[src/rtl/ofdm_cp_inserter_pkg.sv]
// Shared constants and types for the OFDM cyclic-prefix inserter.
// Symbol geometry lives here so the RAM, interface and top agree on widths.
package ofdm_pkg;

  localparam int DW   = 16;
  localparam int NFFT = 64;
  localparam int NCP  = 16;
  localparam int NSYM = NFFT + NCP;
  localparam int AW   = $clog2(NFFT);
  localparam int IDXW = $clog2(NSYM);

  typedef struct packed {
    logic signed [DW-1:0] i;
    logic signed [DW-1:0] q;
  } iq_t;

  typedef enum logic [1:0] {
    RD_IDLE,
    RD_CP,
    RD_BODY
  } cp_rd_state_e;

  // First bank address read for the prefix (the tail of the symbol).
  localparam logic [AW-1:0] CP_START  = AW'(NFFT - NCP);
  localparam logic [AW-1:0] ADDR_LAST = AW'(NFFT - 1);

endpackage

[src/rtl/ofdm_cp_inserter_if.sv]
// Sample-stream bundle between the IFFT, the CP inserter and the DAC path.
// The slave view belongs to the inserter; the master view to whoever drives it.
interface ofdm_cp_inserter_if;
  import ofdm_pkg::*;

  logic signed [DW-1:0] in_i;
  logic signed [DW-1:0] in_q;
  logic                 in_valid;
  logic                 in_ready;

  logic signed [DW-1:0] out_i;
  logic signed [DW-1:0] out_q;
  logic                 out_valid;
  logic                 out_ready;
  logic                 out_sos;
  logic                 out_cp;
  logic [IDXW-1:0]      out_idx;

  modport slave (
    input  in_i, in_q, in_valid, out_ready,
    output in_ready, out_i, out_q, out_valid, out_sos, out_cp, out_idx
  );

  modport master (
    output in_i, in_q, in_valid, out_ready,
    input  in_ready, out_i, out_q, out_valid, out_sos, out_cp, out_idx
  );

endinterface

[src/rtl/ofdm_cp_inserter_ram.sv]
// Two-bank symbol store: synchronous write, asynchronous read, address {bank, idx}.
// Small enough to sit in distributed RAM, which is what makes the async read cheap.
module cp_pingpong_ram
  import ofdm_pkg::*;
(
  input  logic        clk,
  input  logic        we,
  input  logic [AW:0] waddr,
  input  iq_t         wdata,
  input  logic [AW:0] raddr,
  output iq_t         rdata
);

  iq_t mem_q [0:2*NFFT-1];

  always_ff @(posedge clk) begin
    if (we) begin
      mem_q[waddr] <= wdata;
    end
  end

  assign rdata = mem_q[raddr];

endmodule

[src/rtl/ofdm_cp_inserter.sv]
// Tx cyclic-prefix inserter: buffers NFFT-sample symbols in a ping-pong RAM and
// replays each as its last NCP samples followed by the whole symbol.
module ofdm_cp_inserter
  import ofdm_pkg::*;
(
  input  logic               clk,
  input  logic               rst,
  ofdm_cp_inserter_if.slave  io
);

  logic [AW-1:0]   wr_cnt_q, wr_cnt_d;
  logic            wr_bank_q, wr_bank_d;
  logic [1:0]      full_q, full_d;
  logic            in_ready_q, in_ready_d;
  logic            wr_fire, wr_done;
  iq_t             wr_data;

  cp_rd_state_e    rd_state_q, rd_state_d;
  logic            rd_bank_q, rd_bank_d;
  logic [AW-1:0]   rd_addr_q, rd_addr_d;
  logic [IDXW-1:0] pos_q, pos_d;
  logic            rd_free;
  logic            rd_emit;
  logic            rd_in_cp;
  logic [AW-1:0]   rd_addr_mux;
  logic [IDXW-1:0] rd_idx;
  iq_t             rd_data;

  logic            out_adv;
  logic            out_valid_q, out_valid_d;
  logic            out_sos_q, out_sos_d;
  logic            out_cp_q, out_cp_d;
  logic [IDXW-1:0] out_idx_q, out_idx_d;
  iq_t             out_iq_q, out_iq_d;

  assign wr_fire = io.in_valid & in_ready_q;
  assign wr_done = wr_fire && (wr_cnt_q == ADDR_LAST);
  assign wr_data = '{i: io.in_i, q: io.in_q};

  always_comb begin
    wr_cnt_d  = wr_cnt_q;
    wr_bank_d = wr_bank_q ^ wr_done;
    if (wr_fire) begin
      wr_cnt_d = wr_done ? '0 : wr_cnt_q + AW'(1);
    end
  end

  // The writer only ever targets an empty bank and the reader only frees a
  // full one, so a set and a clear in the same cycle never hit the same bank.
  genvar gi;
  for (gi = 0; gi < 2; gi++) begin : g_full
    assign full_d[gi] = (wr_done && (wr_bank_q == 1'(gi))) ||
                        (full_q[gi] && !(rd_free && (rd_bank_q == 1'(gi))));
  end

  // Registered ready: out_ready reaches in_ready only through the full flags.
  assign in_ready_d = !full_d[wr_bank_d];

  cp_pingpong_ram u_ram (
    .clk   (clk),
    .we    (wr_fire),
    .waddr ({wr_bank_q, wr_cnt_q}),
    .wdata (wr_data),
    .raddr ({rd_bank_q, rd_addr_mux}),
    .rdata (rd_data)
  );

  assign out_adv = !out_valid_q | io.out_ready;

  always_comb begin
    rd_state_d  = rd_state_q;
    rd_bank_d   = rd_bank_q;
    rd_addr_d   = rd_addr_q;
    pos_d       = pos_q;
    rd_free     = 1'b0;
    rd_emit     = 1'b1;
    rd_in_cp    = 1'b1;
    rd_addr_mux = rd_addr_q;
    rd_idx      = pos_q;
    out_valid_d = out_valid_q;
    out_sos_d   = out_sos_q;
    out_cp_d    = out_cp_q;
    out_idx_d   = out_idx_q;
    out_iq_d    = out_iq_q;

    // Idle emits the first prefix sample directly so that a freshly filled
    // bank reaches the output register on the cycle its full flag appears.
    case (rd_state_q)
      RD_IDLE: begin
        rd_emit     = full_q[rd_bank_q];
        rd_addr_mux = CP_START;
        rd_idx      = '0;
      end
      RD_CP:   rd_in_cp = 1'b1;
      RD_BODY: rd_in_cp = 1'b0;
      default: rd_emit  = 1'b0;
    endcase

    if (out_adv) begin
      out_valid_d = rd_emit;
      if (rd_emit) begin
        out_iq_d  = rd_data;
        out_idx_d = rd_idx;
        out_sos_d = (rd_idx == '0);
        out_cp_d  = rd_in_cp;
        pos_d     = rd_idx + IDXW'(1);
        rd_addr_d = rd_addr_mux + AW'(1);
        if (rd_in_cp) begin
          rd_state_d = RD_CP;
          if (rd_addr_mux == ADDR_LAST) begin
            rd_state_d = RD_BODY;
            rd_addr_d  = '0;
          end
        end else if (rd_addr_mux == ADDR_LAST) begin
          rd_free    = 1'b1;
          rd_bank_d  = ~rd_bank_q;
          pos_d      = '0;
          rd_addr_d  = CP_START;
          rd_state_d = full_q[~rd_bank_q] ? RD_CP : RD_IDLE;
        end
      end
    end
  end

  always_ff @(posedge clk) begin
    if (rst) begin
      wr_cnt_q    <= '0;
      wr_bank_q   <= 1'b0;
      full_q      <= '0;
      in_ready_q  <= 1'b1;
      rd_state_q  <= RD_IDLE;
      rd_bank_q   <= 1'b0;
      rd_addr_q   <= CP_START;
      pos_q       <= '0;
      out_valid_q <= 1'b0;
      out_sos_q   <= 1'b0;
      out_cp_q    <= 1'b0;
      out_idx_q   <= '0;
      out_iq_q    <= '0;
    end else begin
      wr_cnt_q    <= wr_cnt_d;
      wr_bank_q   <= wr_bank_d;
      full_q      <= full_d;
      in_ready_q  <= in_ready_d;
      rd_state_q  <= rd_state_d;
      rd_bank_q   <= rd_bank_d;
      rd_addr_q   <= rd_addr_d;
      pos_q       <= pos_d;
      out_valid_q <= out_valid_d;
      out_sos_q   <= out_sos_d;
      out_cp_q    <= out_cp_d;
      out_idx_q   <= out_idx_d;
      out_iq_q    <= out_iq_d;
    end
  end

  assign io.in_ready  = in_ready_q;
  assign io.out_i     = out_iq_q.i;
  assign io.out_q     = out_iq_q.q;
  assign io.out_valid = out_valid_q;
  assign io.out_sos   = out_sos_q;
  assign io.out_cp    = out_cp_q;
  assign io.out_idx   = out_idx_q;

endmodule

[src/flat_wrapper.sv]
// flat-port wrapper written by rule: the top's interface ports become plain ports
module ofdm_cp_inserter_flat import ofdm_pkg::*;
  (clk, rst, io_in_i, io_in_q, io_in_valid, io_out_ready, io_in_ready, io_out_i, io_out_q, io_out_valid, io_out_sos, io_out_cp, io_out_idx);
  ofdm_cp_inserter_if io_i ();
  input  logic clk;
  input  logic rst;
  input wire logic [$bits(io_i.in_i)-1:0] io_in_i;
  input wire logic [$bits(io_i.in_q)-1:0] io_in_q;
  input wire logic [$bits(io_i.in_valid)-1:0] io_in_valid;
  input wire logic [$bits(io_i.out_ready)-1:0] io_out_ready;
  output wire logic [$bits(io_i.in_ready)-1:0] io_in_ready;
  output wire logic [$bits(io_i.out_i)-1:0] io_out_i;
  output wire logic [$bits(io_i.out_q)-1:0] io_out_q;
  output wire logic [$bits(io_i.out_valid)-1:0] io_out_valid;
  output wire logic [$bits(io_i.out_sos)-1:0] io_out_sos;
  output wire logic [$bits(io_i.out_cp)-1:0] io_out_cp;
  output wire logic [$bits(io_i.out_idx)-1:0] io_out_idx;
  assign io_i.in_i = io_in_i;
  assign io_i.in_q = io_in_q;
  assign io_i.in_valid = io_in_valid;
  assign io_i.out_ready = io_out_ready;
  assign io_in_ready = io_i.in_ready;
  assign io_out_i = io_i.out_i;
  assign io_out_q = io_i.out_q;
  assign io_out_valid = io_i.out_valid;
  assign io_out_sos = io_i.out_sos;
  assign io_out_cp = io_i.out_cp;
  assign io_out_idx = io_i.out_idx;
  ofdm_cp_inserter u_core (.clk(clk), .rst(rst), .io(io_i));
endmodule
[config.mk]
export PLATFORM = sky130hd
export DESIGN_NAME = ofdm_cp_inserter_flat
export DESIGN_NICKNAME = d
export VERILOG_FILES = /design/src/rtl/ofdm_cp_inserter_pkg.sv /design/src/rtl/ofdm_cp_inserter_if.sv /design/src/rtl/ofdm_cp_inserter_ram.sv /design/src/rtl/ofdm_cp_inserter.sv /design/src/flat_wrapper.sv
export SDC_FILE = /design/constraint.sdc
export NUM_CORES = 2
export LEC_CHECK = 0
export ABC_CLOCK_PERIOD_IN_PS = 7600
export CORE_ASPECT_RATIO = 1.2
export CORE_MARGIN = 3
export CORE_UTILIZATION = 65
export CTS_BUF_LIST = sky130_fd_sc_hd__clkbuf_4 sky130_fd_sc_hd__clkbuf_8
export CTS_CLUSTER_SIZE = 28
export DETAILED_ROUTE_END_ITERATION = 10
export PLACE_DENSITY_LB_ADDON = 0.08
export REMOVE_ABC_BUFFERS = 1
export SLEW_MARGIN = 15
export SYNTH_ARGS = -nofsm -noshare
export SYNTH_HDL_FRONTEND = slang
export SYNTH_HIERARCHICAL = 1
export SYNTH_SLANG_ARGS = --single-unit
[constraint.sdc]
create_clock -name clk -period 7.6 [get_ports clk]
set_clock_uncertainty 0.1 [all_clocks]
set_input_delay 1.52 -clock clk [delete_from_list [all_inputs] [get_ports clk]]
set_output_delay 1.52 -clock clk [all_outputs]
set_load 0.05 [all_outputs]
# Word level (Yosys, flattened, before mapping)
# Memory sizes are Yosys's and may differ from the RTL's. A register that Yosys moved wholly into a read port is not among the register bits.
# Index checks and enable logic that the tools add are counted.
# W data, S select, Z words.
op_classes:
  n_addsub: 3
  n_lt_le_gt_ge: 3
  n_eq_ne: 5
  mux: 26
  bitwise: 5
  reduce_logical: 19
ops:
  columns: ["op", "count"]
  rows:
  - ["$mux W6", 5]
  - ["$mux W7", 3]
  - ["$mux W1", 14]
  - ["$add A6 B1 Y6 const B", 2]
  - ["$eq A6 B6 Y1 const B", 2]
  - ["$add A7 B1 Y7 const B", 1]
  - ["$logic_and A1 B1 Y1", 7]
  - ["$logic_not A7 Y1", 1]
  - ["$lt A1 B2 Y1 const B", 3]
  - ["$mux W2", 3]
  - ["$logic_not A1 Y1", 4]
  - ["$reduce_and A4 Y1", 1]
  - ["$reduce_and A3 Y1", 1]
  - ["$eq A2 B1 Y1 const B", 1]
  - ["$eq A2 B2 Y1 const B", 1]
  - ["$logic_not A2 Y1", 1]
  - ["$logic_or A1 B1 Y1", 2]
  - ["$ne A2 B1 Y1 const B", 1]
  - ["$not A1 Y1", 2]
  - ["$pmux W1 S2", 1]
  - ["$reduce_and A2 Y1", 1]
  - ["$reduce_or A2 Y1", 1]
  - ["$and A1 B1 Y1", 1]
  - ["$or A1 B1 Y1", 1]
  - ["$xor A1 B1 Y1", 1]
word_totals:
  regBits: 36
  ramBits: 4096
  in_bits: 36
  out_inout_bits: 43
  elab_cells: 74
  n_memories: 1
mem_list:
  columns: ["name", "depth", "width", "rd", "rd_clocked_by_memory_dff", "wr", "line", "rtl"]
  rows:
  - ["u_core.u_ram.mem_q", 128, 32, 1, 1, 1, "ofdm_cp_inserter_ram.sv:14", "iq_t mem_q [0:2*NFFT-1];"]

# Depth between registers and ports, before layout
logic_depth:
  word_depth: 14
  ltp_mapped: 15

# Cells and area by module
# The synthesis kept the hierarchy.
modules_own_cells:
  columns: ["module", "n_inst", "cells_per_inst", "area_each_um2", "seq_area_each_um2"]
  rows:
  - ["cp_pingpong_ram", 1, 5958, 155635.5, 122998.0]
  - ["ofdm_cp_inserter", 1, 360, 2910.3, 1361.3]

# Least setup slack after synthesis
# Ideal clock, no wire load.
synth_path:
  path_kind: "input to register"
  from: "input io_in_valid"
  to: "memory u_core/u_ram/mem_q[98][0] (netlist name), enable pin"
  arrival_ps: 4521
  t_required_ps: 7039
  setup_slack_ps: 2518
  path_stages: 5
  n_path_buf: 1
  cell_sequence: "nand2_1 -> inv_1 -> clkbuf_1 -> nand4_1 -> nor3_1"
synth_between:
  elab_chain_len: 3
synth_lines:
  columns: ["item", "line", "rtl"]
  rows:
  - ["start, declared", "flat_wrapper.sv:9", "input wire logic [$bits(io_i.in_valid)-1:0] io_in_valid;"]
  - ["$and A1 B1 Y1", "ofdm_cp_inserter.sv:36", "assign wr_fire = io.in_valid & in_ready_q;"]
  - ["net u_core.wr_fire", "ofdm_cp_inserter.sv:15", "logic wr_fire, wr_done;"]
  - ["$mux W1", "ofdm_cp_inserter_ram.sv:17", "if (we) begin"]
  - ["$mux W1 (not written as such)", "ofdm_cp_inserter_ram.sv:18", "mem_q[waddr] <= wdata;"]
  - ["end, declared", "ofdm_cp_inserter_ram.sv:14", null]
# The timed path passes the listed nets, and every way through them passes these cells.

# Worst setup path in the final report
layout_path:
  from: "register u_core.rd_state_q[0]"
  to: "register u_core.out_iq_q, in the netlist u_core/io.out_q[6]"
layout_between:
  word_cells_on_any_way: 7
  classes_between: "eq/ne (2); mux (2); reduce/logical (3)"
layout_rtl:
  columns: ["item", "line", "rtl"]
  rows:
  - ["start, declared", "ofdm_cp_inserter.sv:18", "cp_rd_state_e rd_state_q, rd_state_d;"]
  - ["start signal, assigned", "ofdm_cp_inserter.sv:145", "rd_state_q <= rd_state_d;"]
  - ["$logic_not A2 Y1", "ofdm_cp_inserter.sv:88", "case (rd_state_q)"]
  - ["$mux W6", "ofdm_cp_inserter.sv:88", null]
  - ["net u_core.rd_addr_mux[0]", "ofdm_cp_inserter.sv:25", "logic [AW-1:0] rd_addr_mux;"]
  - ["end signal, assigned", "ofdm_cp_inserter.sv:153", "out_iq_q <= out_iq_d;"]
  - ["end, declared", "ofdm_cp_inserter.sv:34", "iq_t out_iq_q, out_iq_d;"]
# The timed path passes the listed nets, and every way through them passes these cells.
# A chain may end at the register's enable or synchronous reset.

==> run_results.csv <==
group,metric,value,unit
run_status,status,"finished, final reports clean",
clock_network,root_buffer,"clkbuf_8",
clock_network,clk_latency,1.04,ns
logic_synthesis,ys_warn_count,6,
clock_network,cts_tree,"built",
global_route,grt_overflow,0,
die,row_count,198,
sta,period_needed,5.10,ns
layout,final_layout_size_suffix_gt1_share,36.8,%
logic_synthesis,ys_ff_latch,4164,
sta,fin_crit_sh,67.1,%
die,io_pins,79,
die,coreArea,243000,um2
setup_path,path_cells,"inv_1 > ha_1 > buf_4 > nor2b_4 > buf_12 > buf_4 > mux4_2 > mux4_2 > mux4_2 > mux2_2 > nand2_1 > a21oi_1",
die,die_area,250000,um2
logic_synthesis,synth-main-ff-cell,"edfxtp_1",
setup_path,critPathLaunchType,"flop",
die,start_util,65.4,%
setup_path,critPathLaunch,"u_core/rd_state_q[0]$_SDFFE_PP0P_",
global_route,grt_pass1_vias,74800,
placed_design,dpl.cell_count,9466,
logic_synthesis,synthTopCellsByCount,"4,096 x edfxtp_1, 1,344 x mux4_2, 194 x clkbuf_1",
layout,multi_input_area,33700,um2
logic_synthesis,syn-cell-area,159000,um2
layout,n_fill_cell,13400,
setup_path,path_buf_inv,4,
min_path,hold_class,"flop to flop",
clock_network,numCtsBuffers,624,
setup_path,rr_startpoint,"u_core/rd_state_q[0]$_SDFFE_PP0P_",
sta,drv_slew,0,
route,vias,72800,
setup_path,crit_path_frequent_cell,"mux4_2",
placed_design,hpwlAfterDp,222000,um
setup_path,rrSetupSlack,2.50,ns
clock_network,cts-hold-fix-buffers,0,
global_route,track_usage,31.6,%
layout,area_delta_synth_final,11.6,%
setup_path,crit_family,"multiplexers",
clock_network,clock_path_buffers,4,
logic_synthesis,synth_area_leaders,"edfxtp_1 78%, mux4_2 19%, dfxtp_1 0.86%",
route,wl_per_cell,36.2,um
logic_synthesis,synth_top_area_share,77.6,%
logic_synthesis,synth_seq_area_share,78.4,%
clock_network,clkSlewWorstSetupHoldPaths,0.06,ns
setup_path,end_kind,"flop",
placed_design,gp_congestion,0.830,
die,die_w,457,um
setup_path,cp_slowest_stage_delay,0.67,ns
setup_path,crit_fanout,30,
route,first_pass_iters,6,
layout,fin_nets,6942,
global_route,grt_pass1_wl,552000,um
logic_synthesis,yosysTopAreaCell,"edfxtp_1",
setup_path,cp.depth,12,
setup_path,reg2regPathDepth,12,
job,max_cap_viol_count,0,
setup_path,cp_slowest_cell,"mux4_2",
sta,final-setup-viol-count,0,
clock_network,cts_setup_buffers,0,
sta,clock.fmax,196,MHz
sta,max_slew.worst_pin.slew,1.22,ns
logic_synthesis,synth_cells,6318,
setup_path,crit_end,"u_core/io.out_q[6]$_SDFFE_PP0P_",
setup_path,arrival,5.87,ns
power_and_ir_drop,ir_drop,225,uV
placed_design,io_buffers,78,
logic_synthesis,synth.most_common_cell,"edfxtp_1",
logic_synthesis,async_reset_ff_share,0,%
clock_network,cts_htree_levels,6,
setup_path,rr_endpoint,"u_core/io.out_q[6]$_SDFFE_PP0P_",
route,ant_nets,0,
route,drc_errors,0,
global_route,grt_max_degree,156,
logic_synthesis,syn_avg_cell_area,25.1,um2
global_route,antenna_found_initial,48,
power_and_ir_drop,power.density,245,nW/um2
sta,slew_headroom,18.4,%
die,dieHeight,547,um
logic_synthesis,synth_edf_count,4096,
power_and_ir_drop,power,43300,uW
clock_network,cts.sinks,4164,
setup_path,path_class,"flop to flop",
layout,stdcell_count,10600,
route,vias_per_cell,6.86,
sta,hold_viol_final,0,
route,drtIter0Drc,9799,
route,routed_wl,385000,um
clock_network,cts.repair.resized,0,
setup_path,critPathRequiredTime,8.37,ns
layout,area.sequential,124000,um2
sta,rsz0062_at_grt,"false",
power_and_ir_drop,p_leak,0.0529,uW
logic_synthesis,synth_cell_types,46,
==> metrics by stage <==
stage	util (%)	TNS [ns]	area, um2	setup slack, ns	hold slack, ns
5_1_grt	72.9	0	177000	2.32	0.382
6_report	73.0	0	177000	2.50	0.358
3_3_place_gp	67.9	0	165000	2.03	0.345
2_1_floorplan	-	-4001.61	157000	-78.99	0.330
3_5_place_dp	67.9	0	165000	2.03	0.351
4_1_cts	72.9	0	177000	2.49	0.359
==> flip-flops by register name, summed over array words and instances (netlist names) <==
register and count:
u_core/io.out_i 16, u_core/io.out_q 16, u_core/pos_q 7, u_core/io.out_idx 7, u_core/full_q 2, u_core/u_ram/mem_q 4096, u_core/io.out_sos 1, u_core/io.in_ready 1
u_core/wr_cnt_q 6, u_core/rd_bank_q 1, u_core/rd_addr_q 6, u_core/io.out_cp 1, u_core/rd_state_q 2, u_core/wr_bank_q 1, u_core/io.out_valid 1
==> routing by layer <==
metal	GRT usage, %	part of all wire (%)	up-vias
li1	-	-	28800
met1	43.8	35	39300
met2	49.9	50	4065
met3	6.93	10	616
met4	13.3	4.4	22
met5	0	0.037	-
==> tightest hold or removal path, cell delays in order (launching register included) <==
cell and delay [ns]:
dfxtp_1 0.31, nand2_1 0.05, a21oi_1 0.05
==> report_power, final <==
group | leakage, uW | switching, uW | internal (uW)
Sequential | 0.0374 | 10.4 | 25200
Clock | 0.00628 | 8190 | 9360
Combinational | 0.00923 | 455 | 46.3
==> final cells by class <==
class / count / area share, %
sequential: 4164 / 70.3
antenna: 39 / 0.0551
tap: 3200 / 2.26
inverter: 7 / 0.0148
timing repair buffer: 292 / 1.57
multi-input combinational: 1808 / 19.1
clock inverter: 249 / 0.802
clock buffer: 855 / 5.95
==> how the worst min path moves through the flow <==
stage | startpoint | depth (start not counted) | to | slack, ns
3_5_place_dp | u_core/io.out_sos$_SDFFE_PP0P_ | 2 | u_core/io.out_sos$_SDFFE_PP0P_ | 0.35
6_report | u_core/io.out_sos$_SDFFE_PP0P_ | 2 | u_core/io.out_sos$_SDFFE_PP0P_ | 0.36
2_1_floorplan | u_core/pos_q[1]$_SDFFE_PP0P_ | 2 | u_core/pos_q[1]$_SDFFE_PP0P_ | 0.33
3_3_place_gp | u_core/io.out_idx[6]$_SDFFE_PP0P_ | 2 | u_core/io.out_idx[6]$_SDFFE_PP0P_ | 0.35
4_1_cts | u_core/io.out_sos$_SDFFE_PP0P_ | 2 | u_core/io.out_sos$_SDFFE_PP0P_ | 0.36
5_1_grt | u_core/io.out_sos$_SDFFE_PP0P_ | 2 | u_core/io.out_sos$_SDFFE_PP0P_ | 0.38
==> logic make-up (layout without fill, tap and decap cells) <==
family | after synthesis | after routing | share of synthesized area (%)
AOI/OAI and AO/OA | 77 | 77 | 0.268
other | 0 | 39 | 0
xor gates and xnor gates | 5 | 5 | 0.0276
buffers and inverters | 346 | 1403 | 0.910
muxes | 1381 | 1381 | 19.4
adders and majority gates | 9 | 9 | 0.0710
and+or+nand+nor | 336 | 336 | 0.932
DFF | 4164 | 4164 | 78.4
==> cell usage in the layout (no fill, tap or decap), types with 32 or more instances in the layout <==
master,count
a21oi_1,56
buf_12,34
buf_4,210
clkbuf_4,198
clkbuf_8,657
clkdlybuf4s50_1,45
clkinv_1,158
clkinv_2,53
dfxtp_1,67
diode_2,39
edfxtp_1,4096
mux2_2,32
mux4_2,1344
nand2_1,103
nor2_4,120
Power figures use the tool's default switching activity.
